--- src/rtl/hdc_vote_filter_pkg.sv ---
// rtl/hdc_vote_filter_pkg.sv - shared widths, state encoding and sizing helper for the vote filter
package hdc_vote_filter_pkg;

    localparam int LABEL_WIDTH    = 4;
    localparam int DISTANCE_WIDTH = 10;
    localparam int VOTE_WINDOW    = 8;

    // Counter width that can hold 0..window inclusive
    function automatic int vote_count_width(input int window);
        return $clog2(window + 1);
    endfunction

    localparam int VOTE_COUNT_WIDTH = vote_count_width(VOTE_WINDOW);

    typedef enum logic [1:0] {
        ST_IDLE = 2'd0,
        ST_VOTE = 2'd1,
        ST_OUT  = 2'd2
    } state_t;

endpackage

--- src/rtl/hdc_vote_filter_vote_window.sv ---
// rtl/hdc_vote_filter_vote_window.sv - per-modality confidence gate, label history, counters and majority vote
module vote_window
    import hdc_vote_filter_pkg::*;
#(
    parameter int WINDOW = VOTE_WINDOW
) (
    input  logic                                 clk,
    input  logic                                 reset,
    input  logic                                 accept,
    input  logic                                 label_bit,
    input  logic [DISTANCE_WIDTH-1:0]            distance,
    input  logic [DISTANCE_WIDTH-1:0]            thresh,
    input  logic                                 prev_label,
    output logic                                 vote,
    output logic                                 rejected,
    output logic [vote_count_width(WINDOW)-1:0]  fill
);

    localparam int CW = vote_count_width(WINDOW);

    logic [WINDOW-1:0] hist;
    logic [CW-1:0]     count;
    logic [CW-1:0]     fill_q;
    logic              keep;
    logic              full;
    logic              evicted;
    logic [CW-1:0]     count_next;
    logic [CW:0]       count_x2;
    logic [CW:0]       fill_x1;

    // Gate decision, eviction and next ones-count; the oldest bit only leaves once the window is full
    always_comb begin
        keep       = (distance <= thresh);
        full       = (fill_q == CW'(WINDOW));
        evicted    = full & hist[WINDOW-1];
        count_next = count + CW'(label_bit) - CW'(evicted);
        count_x2   = {count, 1'b0};
        fill_x1    = {1'b0, fill_q};
        if (count_x2 > fill_x1) begin
            vote = 1'b1;
        end else if (count_x2 < fill_x1) begin
            vote = 1'b0;
        end else begin
            vote = prev_label;
        end
    end

    // History, counters and reject flag update only on an accepted result
    always_ff @(posedge clk) begin
        if (reset) begin
            hist     <= '0;
            count    <= '0;
            fill_q   <= '0;
            rejected <= 1'b0;
        end else if (accept) begin
            rejected <= ~keep;
            if (keep) begin
                hist  <= {hist[WINDOW-2:0], label_bit};
                count <= count_next;
                if (!full) begin
                    fill_q <= fill_q + CW'(1);
                end
            end
        end
    end

    assign fill = fill_q;

endmodule

--- src/rtl/hdc_vote_filter.sv ---
// rtl/hdc_vote_filter.sv - two-modality sliding-window majority filter with IDLE/VOTE/OUT handshake
module hdc_vote_filter
    import hdc_vote_filter_pkg::*;
#(
    parameter int WINDOW = VOTE_WINDOW
) (
    input  logic                                 Clk_CI,
    input  logic                                 Reset_RI,
    input  logic                                 ValidIn_SI,
    output logic                                 ReadyOut_SO,
    input  logic [LABEL_WIDTH-1:0]               LabelIn_A_DI,
    input  logic [LABEL_WIDTH-1:0]               LabelIn_V_DI,
    input  logic [DISTANCE_WIDTH-1:0]            DistanceIn_A_DI,
    input  logic [DISTANCE_WIDTH-1:0]            DistanceIn_V_DI,
    input  logic [DISTANCE_WIDTH-1:0]            DistThresh_DI,
    output logic                                 ValidOut_SO,
    input  logic                                 ReadyIn_SI,
    output logic [LABEL_WIDTH-1:0]               LabelOut_A_DO,
    output logic [LABEL_WIDTH-1:0]               LabelOut_V_DO,
    output logic                                 Rejected_A_DO,
    output logic                                 Rejected_V_DO,
    output logic [vote_count_width(WINDOW)-1:0]  Fill_A_DO,
    output logic [vote_count_width(WINDOW)-1:0]  Fill_V_DO
);

    state_t state;
    state_t state_next;
    logic   accept;
    logic   vote_a;
    logic   vote_v;
    logic   label_a_q;
    logic   label_v_q;
    logic   unused_label_bits;

    // Only bit 0 of each label carries the class
    assign unused_label_bits = ^{LabelIn_A_DI[LABEL_WIDTH-1:1], LabelIn_V_DI[LABEL_WIDTH-1:1]};

    // State register
    always_ff @(posedge Clk_CI) begin
        if (Reset_RI) begin
            state <= ST_IDLE;
        end else begin
            state <= state_next;
        end
    end

    // Next state and handshake outputs; VOTE is a fixed one-cycle pass
    always_comb begin
        state_next  = state;
        ReadyOut_SO = 1'b0;
        ValidOut_SO = 1'b0;
        accept      = 1'b0;
        case (state)
            ST_IDLE: begin
                ReadyOut_SO = 1'b1;
                accept      = ValidIn_SI;
                if (ValidIn_SI) begin
                    state_next = ST_VOTE;
                end
            end
            ST_VOTE: begin
                state_next = ST_OUT;
            end
            ST_OUT: begin
                ValidOut_SO = 1'b1;
                if (ReadyIn_SI) begin
                    state_next = ST_IDLE;
                end
            end
            default: begin
                state_next = ST_IDLE;
            end
        endcase
    end

    vote_window #(.WINDOW(WINDOW)) u_win_a (
        .clk        (Clk_CI),
        .reset      (Reset_RI),
        .accept     (accept),
        .label_bit  (LabelIn_A_DI[0]),
        .distance   (DistanceIn_A_DI),
        .thresh     (DistThresh_DI),
        .prev_label (label_a_q),
        .vote       (vote_a),
        .rejected   (Rejected_A_DO),
        .fill       (Fill_A_DO)
    );

    vote_window #(.WINDOW(WINDOW)) u_win_v (
        .clk        (Clk_CI),
        .reset      (Reset_RI),
        .accept     (accept),
        .label_bit  (LabelIn_V_DI[0]),
        .distance   (DistanceIn_V_DI),
        .thresh     (DistThresh_DI),
        .prev_label (label_v_q),
        .vote       (vote_v),
        .rejected   (Rejected_V_DO),
        .fill       (Fill_V_DO)
    );

    // Capture the votes when leaving VOTE; they stay put through OUT and the following IDLE
    always_ff @(posedge Clk_CI) begin
        if (Reset_RI) begin
            label_a_q <= 1'b0;
            label_v_q <= 1'b0;
        end else if (state == ST_VOTE) begin
            label_a_q <= vote_a;
            label_v_q <= vote_v;
        end
    end

    assign LabelOut_A_DO = {{(LABEL_WIDTH-1){1'b0}}, label_a_q};
    assign LabelOut_V_DO = {{(LABEL_WIDTH-1){1'b0}}, label_v_q};

endmodule

--- config.mk ---
export PLATFORM = sky130hd
export DESIGN_NAME = hdc_vote_filter
export DESIGN_NICKNAME = d
export VERILOG_FILES = /design/src/rtl/hdc_vote_filter_pkg.sv /design/src/rtl/hdc_vote_filter_vote_window.sv /design/src/rtl/hdc_vote_filter.sv
export SDC_FILE = /design/constraint.sdc
export NUM_CORES = 1
export LEC_CHECK = 0
export ABC_AREA = 1
export BUFFER_PORTS_ARGS = -buffer_cell sky130_fd_sc_hd__buf_2
export CORE_MARGIN = 5
export CORE_UTILIZATION = 59
export CTS_CLUSTER_DIAMETER = 40
export DETAILED_ROUTE_END_ITERATION = 6
export GPL_TIMING_DRIVEN = 0
export HOLD_SLACK_MARGIN = 0.1
export PLACE_DENSITY = 0.95
export SLEW_MARGIN = 20
export SYNTH_ARGS = -nofsm -noshare
export SYNTH_HDL_FRONTEND = slang
export SYNTH_SLANG_ARGS = --single-unit
--- constraint.sdc ---
create_clock -name Clk_CI -period 3.93 [get_ports Clk_CI]
set_clock_uncertainty 0.05 [all_clocks]
set_input_delay 0.5895 -clock Clk_CI [delete_from_list [all_inputs] [get_ports Clk_CI]]
set_output_delay 0.5895 -clock Clk_CI [all_outputs]
set_load 0.02 [all_outputs]
==> results_dict.tcl <==
set metrics [dict create \
    outcome "completed" \
    diodes 0 \
    power_frac_clock 0.333 \
    ys_warn_count 0 \
    power_density_nw_per_um2 372 \
    drc 0 \
    synth_edf_count 0 \
    drv_slew 0 \
    dieArea_um2 6290 \
    seq_area_um2 761 \
    post_cts_resized 0 \
    hold_buffers 0 \
    start_util 0.604 \
    grt-ovfl-total 0 \
    max_cap_violations 0 \
    async_reset_ff_frac 0 \
    power_frac_seq 0.366 \
    nFillCells 375 \
    p_switching_w 0.000401 \
    ir_drop_uv 305 \
    first_iter_violations 149 \
    ios 62 \
    finalInstanceArea_um2 3300 \
    cp_data_required_time_ns 4.08 \
    path_clk_slew_ns 0.08 \
    synth_ff_type "dfxtp_1" \
    rows 25 \
    multi_input_area_um2 1620 \
    post_dp_cell_area_um2 3170 \
    synth_seq_area_share 0.268 \
    root_buffer "clkbuf_8" \
    rsz0062_at_grt "no" \
    grt_pass1_vias 2700 \
    grt_pass1_wl_um 11500 \
    final.setup.tns_ns 0 \
    track_usage 0.231 \
    clk_latency_ns 0.30 \
    htreeDepth 2 \
    nets 546 \
    synth_area_per_cell_um2 7.03 \
    cts_buffers 5 \
    synth_cell_types 25 \
    die_h_um 79.3 \
    die_w_um 79.3 \
    cts_tree "yes" \
    p_leak_nw 1.74 \
    finalHoldViolations 0 \
    end_kind "flop" \
    intPower_w 0.000828 \
    worstHoldStart "label_a_q" \
    syn_area_um2 2830 \
    ys_seq_elements 38 \
    clockBufferDepth 2 \
    viasPerCell 5.27 \
    worstPathArrival_ns 2.67 \
    drive_gt1_frac 0.211 \
    antenna_found_initial 0 \
    hpwlAfterDp_um 5240 \
    p_comb_frac 0.301 \
    hp-class "reg2reg" \
    min_period_over_period 0.639 \
    max_freq_mhz 398 \
    startpoint "u_win_a.fill[0]" \
    totalWireLength_um 7100 \
    cts.sinks 38 \
    vias 2733 \
    cp_max_fo 6 \
    swShare 0.326 \
    grt.busiest_layer "met2" \
    routabilityCongestion 0.828 \
    firstDrtPassIters 4 \
    fin_crit_ns 2.51 \
    r2r_start "u_win_a.fill[0]" \
    finalSetupViolations 0 \
    wire_per_inst_um 13.7 \
    antenna_left 0 \
    crit_type "reg2reg" \
    synth_cells 403 \
    post_cts_buffers 0 \
    port_buffers 49 \
    grt_use_met2 0.444 \
    design.core.area_um2 4690 \
    area_growth_pct 16.6 \
    grt_use_met1 0.242 \
    cp-start-kind "flop" \
    use_met3 0.0420 \
    grt_max_degree 14 \
]
==> final timing paths <==
check | slack (ns) | cells after the start | end
worst min-delay path | 0.40 | 2 | label_a_q
worst max register to register | 1.42 | 13 | u_win_a.count[2]
worst min register to register | 0.40 | 2 | label_a_q
worst max-delay path | 1.42 | 13 | u_win_a.count[2]
==> worst max-delay path, cell delays in order, from the launching register on <==
cell     delay, ns
dfxtp_1       0.45
inv_1         0.10
ha_1          0.21
nand3_1       0.11
nor2_1        0.05
ha_1          0.26
inv_1         0.08
ha_1          0.19
inv_1         0.08
fa_1          0.46
xor2_1        0.17
nand3_1       0.09
nand2_1       0.06
nor2_1        0.04
==> per-layer routing <==
metal | vias up | share of wire | routed length, um
met1 | 1217 | 0.39 | 2730
met5 | - | 0 | 0
met3 | 26 | 0.069 | 493
met2 | 123 | 0.52 | 3670
li1 | 1367 | - | -
met4 | 0 | 0.029 | 208
==> sequential cells by signal (all words and copies together) (netlist names) <==
name	flops
label_v_q	1
u_win_v.rejected	1
u_win_a.rejected	1
u_win_v.hist	8
u_win_a.fill	4
u_win_a.count	4
u_win_v.count	4
u_win_a.hist	8
state	2
label_a_q	1
u_win_v.fill	4
==> stage by stage <==
step	cells	hold slack [ns]	util	total power, W	setup WS, ns
2_1_floorplan	408	0.375	-	0.000723	1.62
3_3_place_gp	511	0.388	0.675	0.000793	1.64
3_5_place_dp	511	0.396	0.675	0.000818	1.52
4_1_cts	519	0.408	0.704	0.00122	1.46
5_1_grt	519	0.422	0.704	0.00129	1.22
6_report	519	0.403	0.704	0.00123	1.42
==> synthesized netlist by cell type (2+ instances only) <==
| master | count | area share |
|---|---|---|
| buf_6 | 6 | 0.024 |
| nor2_1 | 42 | 0.056 |
| nand3_1 | 33 | 0.058 |
| xnor2_1 | 5 | 0.015 |
| buf_4 | 10 | 0.026 |
| nand3_2 | 9 | 0.032 |
| dfxtp_1 | 38 | 0.27 |
| a21oi_1 | 44 | 0.078 |
| nand2_1 | 68 | 0.090 |
| o21ai_0 | 6 | 0.011 |
| buf_2 | 6 | 0.011 |
| fa_1 | 2 | 0.014 |
| nor2_2 | 4 | 0.0088 |
| inv_1 | 77 | 0.10 |
| ha_1 | 38 | 0.17 |
| nand2_4 | 2 | 0.0079 |
| nand4_1 | 4 | 0.0088 |
| o21bai_1 | 2 | 0.0053 |
==> power groups by stage <==
stage | clock network, W | logic (W) | registers (W)
after floorplan | 0 | 0.000264 | 0.000458
after global placement | 0 | 0.000339 | 0.000455
after detailed placement | 0 | 0.000361 | 0.000457
after CTS | 0.000407 | 0.000367 | 0.000449
final | 0.000409 | 0.000370 | 0.000451
after global routing | 0.000422 | 0.000415 | 0.000454
==> layout make-up <==
class / count / area share
plain buffers: 22 / 0.0523
repair buffers: 49 / 0.0742
clock inverters: 3 / 0.0208
clock buffers: 5 / 0.0208
multi-input cells: 269 / 0.491
flip-flops and latches: 38 / 0.230
well taps: 54 / 0.0205
inverters: 79 / 0.0898
==> cells in the final DEF (no fill, tap or decap), types with 2 or more instances in the layout <==
cell,instances
buf_4,10
dfxtp_1,38
nor2_1,42
nand3_1,33
inv_1,77
a21oi_1,44
buf_2,55
nand3_2,9
clkbuf_8,5
conb_1,6
nand2_4,2
o21bai_1,2
ha_1,38
xnor2_1,5
bufinv_16,2
nor2_2,4
nand4_1,4
nand2_1,68
buf_6,6
o21ai_0,6
fa_1,2
==> cell families after synthesis <==
logic type / count (synthesis) / synth area share
fa+ha+maj: 40 / 0.182
xor+xnor: 6 / 0.0185
buf+inv: 101 / 0.166
compound gates: 53 / 0.0967
flops: 38 / 0.268
simple gates: 164 / 0.268
other cells: 1 / 0.00132
No activity file was read; power rests on OpenSTA's default activity.
